File: config.mk
export PLATFORM = sky130hd
export DESIGN_NAME = fp_mul_issue_flat
export DESIGN_NICKNAME = d
export VERILOG_FILES = /design/src/rtl/fp_mul_issue_if.sv /design/src/rtl/fp_mul_issue.sv /design/src/flat_wrapper.sv
export SDC_FILE = /design/constraint.sdc
export NUM_CORES = 1
export LEC_CHECK = 0
export ABC_AREA = 1
export CAP_MARGIN = 15
export CORE_MARGIN = 1
export CORE_UTILIZATION = 54
export DETAILED_ROUTE_END_ITERATION = 16
export PLACE_DENSITY = 0.79
export RECOVER_POWER = 25
export SLEW_MARGIN = 15
export SYNTH_ARGS = -nofsm -noshare
export SYNTH_HDL_FRONTEND = slang
export SYNTH_SLANG_ARGS = --single-unit
File: constraint.sdc
create_clock -name clk -period 5.6 [get_ports clk]
set_input_delay 1.12 -clock clk [delete_from_list [all_inputs] [get_ports clk]]
set_output_delay 1.12 -clock clk [all_outputs]
set_load 0.05 [all_outputs]
File: src/rtl/fp_mul_issue_if.sv
// Bundles the request, multiplier and response signals of the FP multiplier issue stage.
// slave is the issue stage's view; master is the surrounding system (requester, multiplier, consumer).
interface fp_mul_issue_if #(
    parameter int DEPTH = 4,
    parameter int TAG_W = 4
);
    localparam int CNT_W = $clog2(DEPTH) + 1;

    logic             req_valid;
    logic             req_ready;
    logic [31:0]      req_op1;
    logic [31:0]      req_op2;
    logic [TAG_W-1:0] req_tag;

    logic             mul_start;
    logic [31:0]      op1;
    logic [31:0]      op2;
    logic [31:0]      mul_result;
    logic             mul_done;
    logic             mul_busy;
    logic             mul_serv;

    logic             rsp_valid;
    logic             rsp_ready;
    logic [31:0]      rsp_result;
    logic [TAG_W-1:0] rsp_tag;

    logic             timeout_err;
    logic [CNT_W-1:0] fifo_count;

    modport slave (
        input  req_valid, req_op1, req_op2, req_tag,
        input  mul_result, mul_done, mul_busy,
        input  rsp_ready,
        output req_ready, mul_start, op1, op2, mul_serv,
        output rsp_valid, rsp_result, rsp_tag, timeout_err, fifo_count
    );

    modport master (
        output req_valid, req_op1, req_op2, req_tag,
        output mul_result, mul_done, mul_busy,
        output rsp_ready,
        input  req_ready, mul_start, op1, op2, mul_serv,
        input  rsp_valid, rsp_result, rsp_tag, timeout_err, fifo_count
    );
endinterface

File: src/rtl/fp_mul_issue.sv
// Issue stage for the FP multiplier: request FIFO, one-in-flight sequencer with timeout,
// and a single-entry result slot with valid/ready handshake.
module fp_mul_issue #(
    parameter int DEPTH   = 4,
    parameter int TAG_W   = 4,
    parameter int TIMEOUT = 15
) (
    input  logic          clk,
    input  logic          n_rst,
    fp_mul_issue_if.slave bus
);
    localparam int PTR_W = (DEPTH > 1) ? $clog2(DEPTH) : 1;
    localparam int CNT_W = $clog2(DEPTH) + 1;

    typedef enum logic [1:0] {IDLE, WAIT, ACK} state_t;

    state_t           state_reg;
    logic [31:0]      mem_op1 [DEPTH];
    logic [31:0]      mem_op2 [DEPTH];
    logic [TAG_W-1:0] mem_tag [DEPTH];
    logic [PTR_W-1:0] wr_ptr_reg;
    logic [PTR_W-1:0] rd_ptr_reg;
    logic [CNT_W-1:0] count_reg;
    logic [7:0]       wait_cnt_reg;
    logic [31:0]      op1_reg;
    logic [31:0]      op2_reg;
    logic [TAG_W-1:0] tag_q_reg;
    logic             mul_start_reg;
    logic             mul_serv_reg;
    logic             rsp_valid_reg;
    logic [31:0]      rsp_result_reg;
    logic [TAG_W-1:0] rsp_tag_reg;
    logic             timeout_err_reg;

    logic full;
    logic empty;
    logic push;
    logic issue;

    // No pass-through: a full FIFO refuses a push even when it pops that cycle.
    assign full  = (count_reg == CNT_W'(DEPTH));
    assign empty = (count_reg == '0);
    assign push  = bus.req_valid && !full;
    // A done still asserted in IDLE is stale and must not start or be captured again.
    assign issue = (state_reg == IDLE) && !empty && !rsp_valid_reg &&
                   !bus.mul_busy && !bus.mul_done;

    always_ff @(posedge clk) begin
        if (push) begin
            mem_op1[wr_ptr_reg] <= bus.req_op1;
            mem_op2[wr_ptr_reg] <= bus.req_op2;
            mem_tag[wr_ptr_reg] <= bus.req_tag;
        end
    end

    always_ff @(posedge clk) begin
        if (!n_rst) begin
            state_reg       <= IDLE;
            wr_ptr_reg      <= '0;
            rd_ptr_reg      <= '0;
            count_reg       <= '0;
            wait_cnt_reg    <= '0;
            op1_reg         <= '0;
            op2_reg         <= '0;
            tag_q_reg       <= '0;
            mul_start_reg   <= 1'b0;
            mul_serv_reg    <= 1'b0;
            rsp_valid_reg   <= 1'b0;
            rsp_result_reg  <= '0;
            rsp_tag_reg     <= '0;
            timeout_err_reg <= 1'b0;
        end else begin
            if (push) wr_ptr_reg <= wr_ptr_reg + 1'b1;
            if (issue) rd_ptr_reg <= rd_ptr_reg + 1'b1;
            if (push && !issue)
                count_reg <= count_reg + 1'b1;
            else if (!push && issue)
                count_reg <= count_reg - 1'b1;

            if (rsp_valid_reg && bus.rsp_ready) rsp_valid_reg <= 1'b0;

            case (state_reg)
                IDLE: begin
                    if (issue) begin
                        op1_reg       <= mem_op1[rd_ptr_reg];
                        op2_reg       <= mem_op2[rd_ptr_reg];
                        tag_q_reg     <= mem_tag[rd_ptr_reg];
                        mul_start_reg <= 1'b1;
                        wait_cnt_reg  <= '0;
                        state_reg     <= WAIT;
                    end
                end
                WAIT: begin
                    mul_start_reg <= 1'b0;
                    wait_cnt_reg  <= wait_cnt_reg + 1'b1;
                    if (bus.mul_done) begin
                        rsp_result_reg <= bus.mul_result;
                        rsp_tag_reg    <= tag_q_reg;
                        rsp_valid_reg  <= 1'b1;
                        mul_serv_reg   <= 1'b1;
                        state_reg      <= ACK;
                    end else if (wait_cnt_reg == 8'(TIMEOUT)) begin
                        timeout_err_reg <= 1'b1;
                        state_reg       <= IDLE;
                    end
                end
                ACK: begin
                    mul_serv_reg <= 1'b0;
                    wait_cnt_reg <= '0;
                    state_reg    <= IDLE;
                end
                default: state_reg <= IDLE;
            endcase
        end
    end

    assign bus.req_ready   = !full;
    assign bus.mul_start   = mul_start_reg;
    assign bus.op1         = op1_reg;
    assign bus.op2         = op2_reg;
    assign bus.mul_serv    = mul_serv_reg;
    assign bus.rsp_valid   = rsp_valid_reg;
    assign bus.rsp_result  = rsp_result_reg;
    assign bus.rsp_tag     = rsp_tag_reg;
    assign bus.timeout_err = timeout_err_reg;
    assign bus.fifo_count  = count_reg;
endmodule
File: src/flat_wrapper.sv
// flat-port wrapper written by rule: the top's interface ports become plain ports
module fp_mul_issue_flat 
#(
    parameter int DEPTH   = 4,
    parameter int TAG_W   = 4,
    parameter int TIMEOUT = 15
)
  (clk, n_rst, bus_req_valid, bus_req_op1, bus_req_op2, bus_req_tag, bus_mul_result, bus_mul_done, bus_mul_busy, bus_rsp_ready, bus_req_ready, bus_mul_start, bus_op1, bus_op2, bus_mul_serv, bus_rsp_valid, bus_rsp_result, bus_rsp_tag, bus_timeout_err, bus_fifo_count);
  fp_mul_issue_if #(.DEPTH(DEPTH), .TAG_W(TAG_W)) bus_i ();
  input  logic clk;
  input  logic n_rst;
  input wire logic [$bits(bus_i.req_valid)-1:0] bus_req_valid;
  input wire logic [$bits(bus_i.req_op1)-1:0] bus_req_op1;
  input wire logic [$bits(bus_i.req_op2)-1:0] bus_req_op2;
  input wire logic [$bits(bus_i.req_tag)-1:0] bus_req_tag;
  input wire logic [$bits(bus_i.mul_result)-1:0] bus_mul_result;
  input wire logic [$bits(bus_i.mul_done)-1:0] bus_mul_done;
  input wire logic [$bits(bus_i.mul_busy)-1:0] bus_mul_busy;
  input wire logic [$bits(bus_i.rsp_ready)-1:0] bus_rsp_ready;
  output wire logic [$bits(bus_i.req_ready)-1:0] bus_req_ready;
  output wire logic [$bits(bus_i.mul_start)-1:0] bus_mul_start;
  output wire logic [$bits(bus_i.op1)-1:0] bus_op1;
  output wire logic [$bits(bus_i.op2)-1:0] bus_op2;
  output wire logic [$bits(bus_i.mul_serv)-1:0] bus_mul_serv;
  output wire logic [$bits(bus_i.rsp_valid)-1:0] bus_rsp_valid;
  output wire logic [$bits(bus_i.rsp_result)-1:0] bus_rsp_result;
  output wire logic [$bits(bus_i.rsp_tag)-1:0] bus_rsp_tag;
  output wire logic [$bits(bus_i.timeout_err)-1:0] bus_timeout_err;
  output wire logic [$bits(bus_i.fifo_count)-1:0] bus_fifo_count;
  assign bus_i.req_valid = bus_req_valid;
  assign bus_i.req_op1 = bus_req_op1;
  assign bus_i.req_op2 = bus_req_op2;
  assign bus_i.req_tag = bus_req_tag;
  assign bus_i.mul_result = bus_mul_result;
  assign bus_i.mul_done = bus_mul_done;
  assign bus_i.mul_busy = bus_mul_busy;
  assign bus_i.rsp_ready = bus_rsp_ready;
  assign bus_req_ready = bus_i.req_ready;
  assign bus_mul_start = bus_i.mul_start;
  assign bus_op1 = bus_i.op1;
  assign bus_op2 = bus_i.op2;
  assign bus_mul_serv = bus_i.mul_serv;
  assign bus_rsp_valid = bus_i.rsp_valid;
  assign bus_rsp_result = bus_i.rsp_result;
  assign bus_rsp_tag = bus_i.rsp_tag;
  assign bus_timeout_err = bus_i.timeout_err;
  assign bus_fifo_count = bus_i.fifo_count;
  fp_mul_issue #(.DEPTH(DEPTH), .TAG_W(TAG_W), .TIMEOUT(TIMEOUT)) u_core (.clk(clk), .n_rst(n_rst), .bus(bus_i));
endmodule
[Word level (Yosys, flattened, before mapping)]
Memory sizes are Yosys's and may differ from the RTL's. A register that Yosys moved wholly into a read port is not among the register bits.
Cells that the tools add are included.
Cells by class
  $add $sub $neg: 5
  reduce and logical (&&, ||, !) cells: 31
  bitwise operators: 1
  eq/ne operators: 7
  muxes and demuxes: 17
Operator list (count)
  8-bit case mux with 3 select lines: 1
  2-bit AND reduction: 6
  1-bit zero test: 10
  8-bit by 1-bit adder with 8-bit output (second input constant): 1
  8-bit by 4-bit equality test with 1-bit output (second input constant): 1
  1-bit logical AND: 8
  8-bit two-way mux: 1
  1-bit two-way mux: 7
  2-bit two-way mux: 3
  3-bit two-way mux: 2
  2-bit nonzero test: 3
  2-bit by 1-bit adder with 2-bit output (second input constant): 2
  1-bit case mux with 2 select lines: 2
  2-bit case mux with 2 select lines: 1
  3-bit by 1-bit adder with 3-bit output (second input constant): 1
  3-bit equality test (second input constant): 1
  3-bit zero test: 1
  3-bit by 2-bit != test with 1-bit output (second input constant): 1
  3-bit AND reduction: 1
  3-bit nonzero test: 1
  3-bit by 1-bit subtractor with 3-bit output (second input constant): 1
  2-bit by 1-bit equality test with 1-bit output (second input constant): 1
  2-bit equality test (second input constant): 1
  2-bit zero test: 1
  other kinds (3): 3
Word-level totals
  memory bits (writable): 272
  logic and storage cells: 75
  output and inout bits: 108
  memories kept: 3
  bits in registers: 57
  bits of input ports: 106
Memory list
  u_core.mem_op1: depth 4, bits a word 32, rd ports 1, clocked after memory_dff 1, write ports 1, line fp_mul_issue.sv:18  | logic [31:0] mem_op1 [DEPTH];
  u_core.mem_op2: depth 4, bits a word 32, rd ports 1, clocked after memory_dff 1, write ports 1, line fp_mul_issue.sv:19  | logic [31:0] mem_op2 [DEPTH];
  u_core.mem_tag: depth 4, bits a word 4, rd ports 1, clocked after memory_dff 1, write ports 1, line fp_mul_issue.sv:20  | logic [TAG_W-1:0] mem_tag [DEPTH];

[Logic depth before layout (Yosys ltp)]
Gate-level depths: netlist of run 1.
  depth after elaboration: 9
  depth in mapped cells: 14
  mapped depth without buffers: 12

[Worst setup path after synthesis of run 1]
Ideal clock, no wire load.
  kind: reg-to-reg
  from: reg u_core.count_reg[1] (netlist: u_core.bus.fifo_count[1])
  to: mem u_core.mem_op1[0][0] (enable)
  buffers on the path: 0
  arrival: 4.426 ns
  clock period less this slack: 4.921 ns
  cell stages (with the launch flop): 5
  setup time: 0.495 ns
  data required time: 5.105 ns
  slack: 0.679 ns
  cells stage by stage: dfxtp_1 inv_1 nand3_1 nand2_1 nor2_1
On the way
  word-level cells in the longest chain between the ends: 5
Ends and longest elaborated chain
  from (decl): line fp_mul_issue.sv:23  | logic [CNT_W-1:0] count_reg;
  from (signal assigned): line fp_mul_issue.sv:76  | count_reg <= count_reg + 1'b1;
  from (signal assigned): line fp_mul_issue.sv:78  | count_reg <= count_reg - 1'b1;
  3-bit equality test: line fp_mul_issue.sv:41  | assign full = (count_reg == CNT_W'(DEPTH));
  1-bit zero test
  via bus_req_ready: line flat_wrapper.sv:20  | output wire logic [$bits(bus_i.req_ready)-1:0] bus_req_ready;
  1-bit logical AND: line fp_mul_issue.sv:43  | assign push = bus.req_valid && !full;
  1-bit two-way mux: line fp_mul_issue.sv:49  | if (push) begin
  1-bit two-way mux (not written as such): line fp_mul_issue.sv:50  | mem_op1[wr_ptr_reg] <= bus.req_op1;
  to (decl): line fp_mul_issue.sv:18
The timed path passes the listed nets, and every way through them passes these cells.

[Worst setup path after layout of run 1]
  from: in bus_mul_done
  to: reg u_core.op1_reg[24] (netlist: u_core.bus.op1[24]) (read register of u_core.mem_op1)
On the way
  word-level cells in the longest chain between the ends: 3
Ends and longest elaborated chain
  from (decl): line flat_wrapper.sv:17  | input wire logic [$bits(bus_i.mul_done)-1:0] bus_mul_done;
  1-bit zero test: line fp_mul_issue.sv:46  | !bus.mul_busy && !bus.mul_done;
  1-bit logical AND: line fp_mul_issue.sv:46
  2-bit AND reduction (no line)
  to (decl): line fp_mul_issue.sv:25  | logic [31:0] op1_reg;
No other way between the ends.
A chain may end at the register's enable or synchronous reset.

==> results.toml, run 1 <==
[floorplanning]
chipWidth_um = 167.2
num_io_pins = 214
die_area_mm2 = 0.02796
die_y_um = 167.2
start_util = 0.5485
core_mm2 = 0.02688
fp-row-count = 60

[logic_synthesis]
synth.most_common_cell = "nor2_1"
netlist_top_cells_count = "nor2_1 (367), edfxtp_1 (272), o21ai_0 (174)"
synth_compound_area_frac = 0.1199
synth_nets = 1385
synth_area_leaders = "edfxtp_1 (55%), dfxtp_1 (17%), nor2_1 (9.3%)"
syn_area_mm2 = 0.01474
synth-main-ff-cell = "edfxtp_1"
synth_top_family_by_area = "compound AO/OA/AOI/OAI gates"
yosysTopAreaCell = "edfxtp_1"
synth_xor_area_frac = 0.0005942
async_reset_ff_frac = 0
synth_top_area_share = 0.5541
ys_warn_count = 0
synth_cells = 1268
synth.ff_latch_count = 397
yosys.area_share.simple = 0.1072
synth.distinct_cells = 25
synthAdderAreaFrac = 0.009846
synth.mux.area_fraction = 0
synth_area_per_cell_um2 = 11.62
synth_edf_count = 272
ys_seq_area_frac = 0.7239

[final_layout]
top_regs = "u_core.mem_op1 (128), u_core.mem_op2 (128)"
area_delta_synth_final_pct = 23.89
multi_input_area_mm2 = 0.003538
fillers = 1947
drive_above_1_share = 0.05040
final_nets = 1573
seq_area_mm2 = 0.01068

[global_routing]
antenna_found_initial = 9
grt_pass1_vias = 10010
grt_usage = 0.2369
globalRouteOverflowTotal = 0
grt_pass1_wl_mm = 52.32
grt_max_degree = 85

[hold_path]
worstHoldEndpoint = "u_core.bus.rsp_tag[3]"
min_delay_path_depth = 2
worstHoldStart = "u_core.bus.rsp_tag[3]"
holdCritPathClass = "reg2reg"

[sta]
rsz0062_at_grt = "no"
fin_tns_setup_ns = 0
fin_crit_ns = 3.119
setup_ws_ns = 2.481
worstMarginPinSlew_ns = 0.9203
max_freq_ghz = 0.3207
hold_viol = 0
skew_ns = 0.01859
slew_headroom = 0.3865
period_share = 0.5569
drv_slew = 0
setup_viol = 0
timing.hold.ws_ns = 0.4822

[setup_path]
r2r_start = "u_core.state_reg[0]"
slowest_delay_ns = 0.70
crit_arrival_ns = 3.57
critPathRequiredTime_ns = 6.05
r2r_end = "u_core.bus.op1[24]"
cp_num_buf_inv = 4
critPathKind = "in2reg"
end_kind = "register"
cp_max_fo = 43
slowest_stage = "inv_2"
cp_top_family = "buffers and inverters"
cp_cell_sequence = "clkdlybuf4s50_1 -> inv_1 -> nand2_1 -> nor2_1 -> nand2_4 -> inv_2 -> buf_4 -> o21ai_0 -> nor2_1"
start_kind = "input port"
crit_top_cell = "nor2_1"
crit_cells = 9
r2r_slack_ns = 2.96
reg2regPathDepth = 9

[clock_network]
cts.clk_slew.worst_paths_ns = 0.06
cts_buffers = 40
htree_levels = 2
worstSkewPairLatency_ns = 0.53
cts-root-buf = "clkbuf_16"
cts_resized = 0
cts_hold_buf = 0
cts_tree = "built"
cts.sinks = 397
post_cts_buffers = 0
cts_buffer_depth = 3

[detailed_routing]
viasPerCell = 5.525
wl_per_cell_um = 17.92
drt_pass1_iterations = 11
route.detailed.drc = 0
routed_wl_mm = 32.89
vias = 10140
drtIter0Drc = 958
ant_nets = 0

[pwr]
leakagePower_nw = 6.365
peakVddDrop_mv = 0.3050
power_density_mw_per_mm2 = 461.5

[placed_design]
port_buffers = 213
place_congestion = 0.7943
dp_hpwl_mm = 18.58
preCtsSetupSlack_ns = 1.960

[outcome]
status = "completed"

[flow_run]
max_cap_viol_count = 0
[cells in the final DEF (no fill, tap or decap), drive strengths merged]
| master | instances |
|---|---|
| nor2 | 367 |
| edfxtp | 272 |
| o21ai | 250 |
| clkdlybuf4s50 | 162 |
| dfxtp | 125 |
| o22ai | 68 |
| clkbuf | 58 |
| dlygate4sd3 | 50 |
| nand2 | 31 |
| inv | 30 |
| a21oi | 18 |
| clkinv | 14 |
| buf | 13 |
| nand3 | 12 |
| ha | 10 |
| diode | 6 |
| nor3 | 2 |
| bufinv | 2 |
| nand3b | 1 |
| nand4 | 1 |
| xor2 | 1 |
| fa | 1 |
[where the power goes]
group / internal [mW] / switching, mW / total, mW
sequential: 3.58 / 0.176 / 3.76
combinational: 0.645 / 1.48 / 2.13
clock: 1.50 / 1.05 / 2.54
total: 5.72 / 2.71 / 8.43
[cells by family (layout without fill, tap and decap cells)]
group / after synthesis / after routing
DFF: 397 / 397
and+or+nand+nor: 414 / 414
xor gates and xnor gates: 1 / 1
other: 0 / 6
buffers and inverters: 109 / 329
AOI/OAI and AO/OA: 336 / 336
adders and majority gates: 11 / 11
[cell type report]
| type | instances | area share |
|---|---|---|
| Tap cell | 341 | 0.02336 |
| Timing Repair Buffer | 225 | 0.1222 |
| Clock inverter | 16 | 0.007057 |
| Antenna cell | 6 | 0.0008221 |
| Multi-Input combinational cell | 762 | 0.1938 |
| Sequential cell | 397 | 0.5845 |
| Inverter | 30 | 0.006303 |
| Clock buffer | 58 | 0.06193 |
[worst max-delay path by stage]
stage	startpoint	to	slack (ns)
after global placement	bus_mul_done	u_core.bus.op2[4]	2.04
after CTS	bus_mul_done	u_core.bus.op1[24]	2.49
final	bus_mul_done	u_core.bus.op1[24]	2.48
after global routing	bus_mul_done	u_core.bus.op2[5]	2.30
after detailed placement	bus_mul_done	u_core.bus.op2[5]	1.96
after floorplan	u_core.bus.fifo_count[1]	u_core.mem_op1[0][0]	0.68
[tightest hold or removal path, delay by kind of cell, from the launching register on]
| family | cells | cell delay, ns |
|---|---|---|
| AND/OR/NAND/NOR | 2 | 0.13 |
| flip-flops | 1 | 0.32 |
[per-layer routing]
metal	routed length, um	part of all wire	global-route usage	vias to the layer above
li1	-	-	-	4845
met1	13650	0.41	0.3026	4860
met2	16030	0.49	0.3971	359
met3	2312	0.070	0.05554	69
met4	862	0.026	0.08456	6
met5	36	0.0011	0	-
[through the flow]
step	util	total power [mW]	cells	cell area [um^2]
after floorplan	-	5.276	1268	14740
after global placement	0.6321	5.899	1755	16990
after detailed placement	0.6321	5.948	1755	16990
after CTS	0.6790	8.491	1829	18250
after global routing	0.6792	8.820	1832	18260
final	0.6795	8.429	1835	18260
Power figures use the tool's default switching activity.
==> run 2: changes to the inputs <==
==> constraint.sdc (replaced) <==
create_clock -name clk -period 2.9 [get_ports clk]
set_input_delay 0.58 -clock clk [delete_from_list [all_inputs] [get_ports clk]]
set_output_delay 0.58 -clock clk [all_outputs]
set_load 0.05 [all_outputs]
==> run 2 against run 1 <==
The run now ends with design-rule violations left. Total power increased by 97%. Design area rose by 1.3%. Core utilization rose by 0.91 points. Register-to-register slack got worse by 2.2 ns. Cell count rose by 0.54%. Largest cell class unchanged. Largest power group unchanged.
==> results.toml, run 2 (same netlist as run 1, synthesis figures left out) <==
[sta]
setup_viol = 0
hold_viol = 0
drv_slew = 0
period_share = 0.8330
rsz0062_at_grt = "no"
fin_tns_setup_ns = 0
max_freq_ghz = 0.4139
worstMarginPinSlew_ns = 0.8030
fin_crit_ns = 2.416
skew_ns = 0.01124
slew_headroom = 0.4639
timing.hold.ws_ns = 0.4472

[clock_network]
cts_resized = 0
cts_hold_buf = 0
post_cts_buffers = 0
cts.sinks = 397
worstSkewPairLatency_ns = 0.52
cts_tree = "built"
cts-root-buf = "clkbuf_16"
htree_levels = 2
cts_buffers = 40
cts_buffer_depth = 3
cts.clk_slew.worst_paths_ns = 0.06

[pwr]
power_density_mw_per_mm2 = 896.8
p_int_mw = 11.29
leakagePower_nw = 6.490
pwr-share-comb = 0.258
switching_share = 0.3196
p_switching_mw = 5.304
peakVddDrop_mv = 0.6348
clockPowerShare = 0.307
sequentialPowerShare = 0.435

[setup_path]
slowest_delay_ns = 0.80
reg2regPathDepth = 9
end_kind = "primary output"
r2r_end = "u_core.bus.op2[12]"
slowest_stage = "clkdlybuf4s50_1"
critPathRequiredTime_ns = 2.32
r2r_start = "u_core.state_reg[0]"
crit_arrival_ns = 1.84
cp_max_fo = 4
start_kind = "register"
critPathKind = "reg2out"
cp_cell_sequence = "inv_1 -> nand3_2 -> clkdlybuf4s50_1"
r2r_slack_ns = 0.73

[detailed_routing]
route.detailed.drc = 2
drtIter0Drc = 1054
routed_wl_mm = 33.08
vias = 10300
drt_pass1_iterations = 12
viasPerCell = 5.580
wl_per_cell_um = 17.93
ant_nets = 0

[hold_path]
worstHoldEndpoint = "u_core.bus.timeout_err"
holdCritPathClass = "in2reg"
min_delay_path_depth = 3
worstHoldStart = "n_rst"

[final_layout]
final_common_cell = "nor2_1"
final_cell_mix = "nor2_1 (363), edfxtp_1 (272), o21ai_0 (174), clkdlybuf4s50_1 (161), dfxtp_1 (121)"
final_nets = 1582
top_regs = "u_core.mem_op1 (128), u_core.mem_op2 (128)"
drive_above_1_share = 0.06413
area_delta_synth_final_pct = 25.55

[global_routing]
grt_pass1_vias = 10070
grt_usage = 0.2358
antenna_found_initial = 8
grt_max_degree = 82
grt_pass1_wl_mm = 51.77
globalRouteOverflowTotal = 0

[floorplanning]
die_y_um = 167.2
start_util = 0.5485
chipWidth_um = 167.2
core_mm2 = 0.02688
num_io_pins = 214
die_area_mm2 = 0.02796
fp-row-count = 60

[outcome]
status = "finished, violations left"
violations = "design-rule violations"

[flow_run]
max_cap_viol_count = 0

[placed_design]
port_buffers = 213
place_congestion = 0.8247
dp_hpwl_mm = 19.10
-- run 2: final cells by class --
cell class	count	area, um^2
Clock inverter	17	140.1
Multi-Input combinational cell	762	3543
Fill cell	1860	8369
Clock buffer	57	1199
Sequential cell	397	10680
Inverter	30	115.1
Antenna cell	7	17.52
Timing Repair Buffer	234	2387
Tap cell	341	426.7
-- run 2: through the flow --
step	instances	setup WS (ns)	cell area (um^2)	util	power (mW)
2_1_floorplan	1268	0.1581	14780	-	10.18
3_5_place_dp	1764	0.3490	17150	0.6381	11.61
6_report	1845	0.4842	18510	0.6886	16.60
4_1_cts	1838	0.4751	18490	0.6879	16.69
5_1_grt	1840	0.4063	18490	0.6881	17.30
3_3_place_gp	1764	0.3900	17150	0.6381	11.51
-- run 2: worst max-delay path by stage --
stage	slack [ns]	start	end	cells after the start
floorplan	0.16	u_core.bus.fifo_count[1]	u_core.mem_op1[0][0]	4
global placement	0.39	bus_mul_done	u_core.bus.op2[9]	9
detailed placement	0.35	bus_mul_done	u_core.bus.fifo_count[2]	12
CTS	0.48	u_core.bus.fifo_count[0]	bus_req_ready	3
global route	0.41	u_core.bus.fifo_count[0]	bus_req_ready	3
finish	0.48	u_core.bus.fifo_count[0]	bus_req_ready	3
-- run 2: power by group through the flow --
stage | Combinational [mW] | Clock [mW] | Sequential (mW)
4_1_cts | 4.32 | 5.16 | 7.22
3_3_place_gp | 4.22 | 0 | 7.30
2_1_floorplan | 1.75 | 0 | 8.43
3_5_place_dp | 4.28 | 0 | 7.32
5_1_grt | 4.62 | 5.39 | 7.29
6_report | 4.29 | 5.09 | 7.22
-- run 2: critical path: cells and delay by family, from the launching register on --
family | cells | cell delay [ns]
AND/OR/NAND/NOR | 1 | 0.07
buffers and inverters | 2 | 0.88
flip-flops | 1 | 0.38
-- run 2: routing by layer --
metal	vias to the layer above	share of wire	GRT usage
met5	-	0.00070	0
met4	4	0.023	0.08456
met3	61	0.079	0.05554
met2	425	0.49	0.3986
met1	4949	0.41	0.2979
li1	4856	-	-
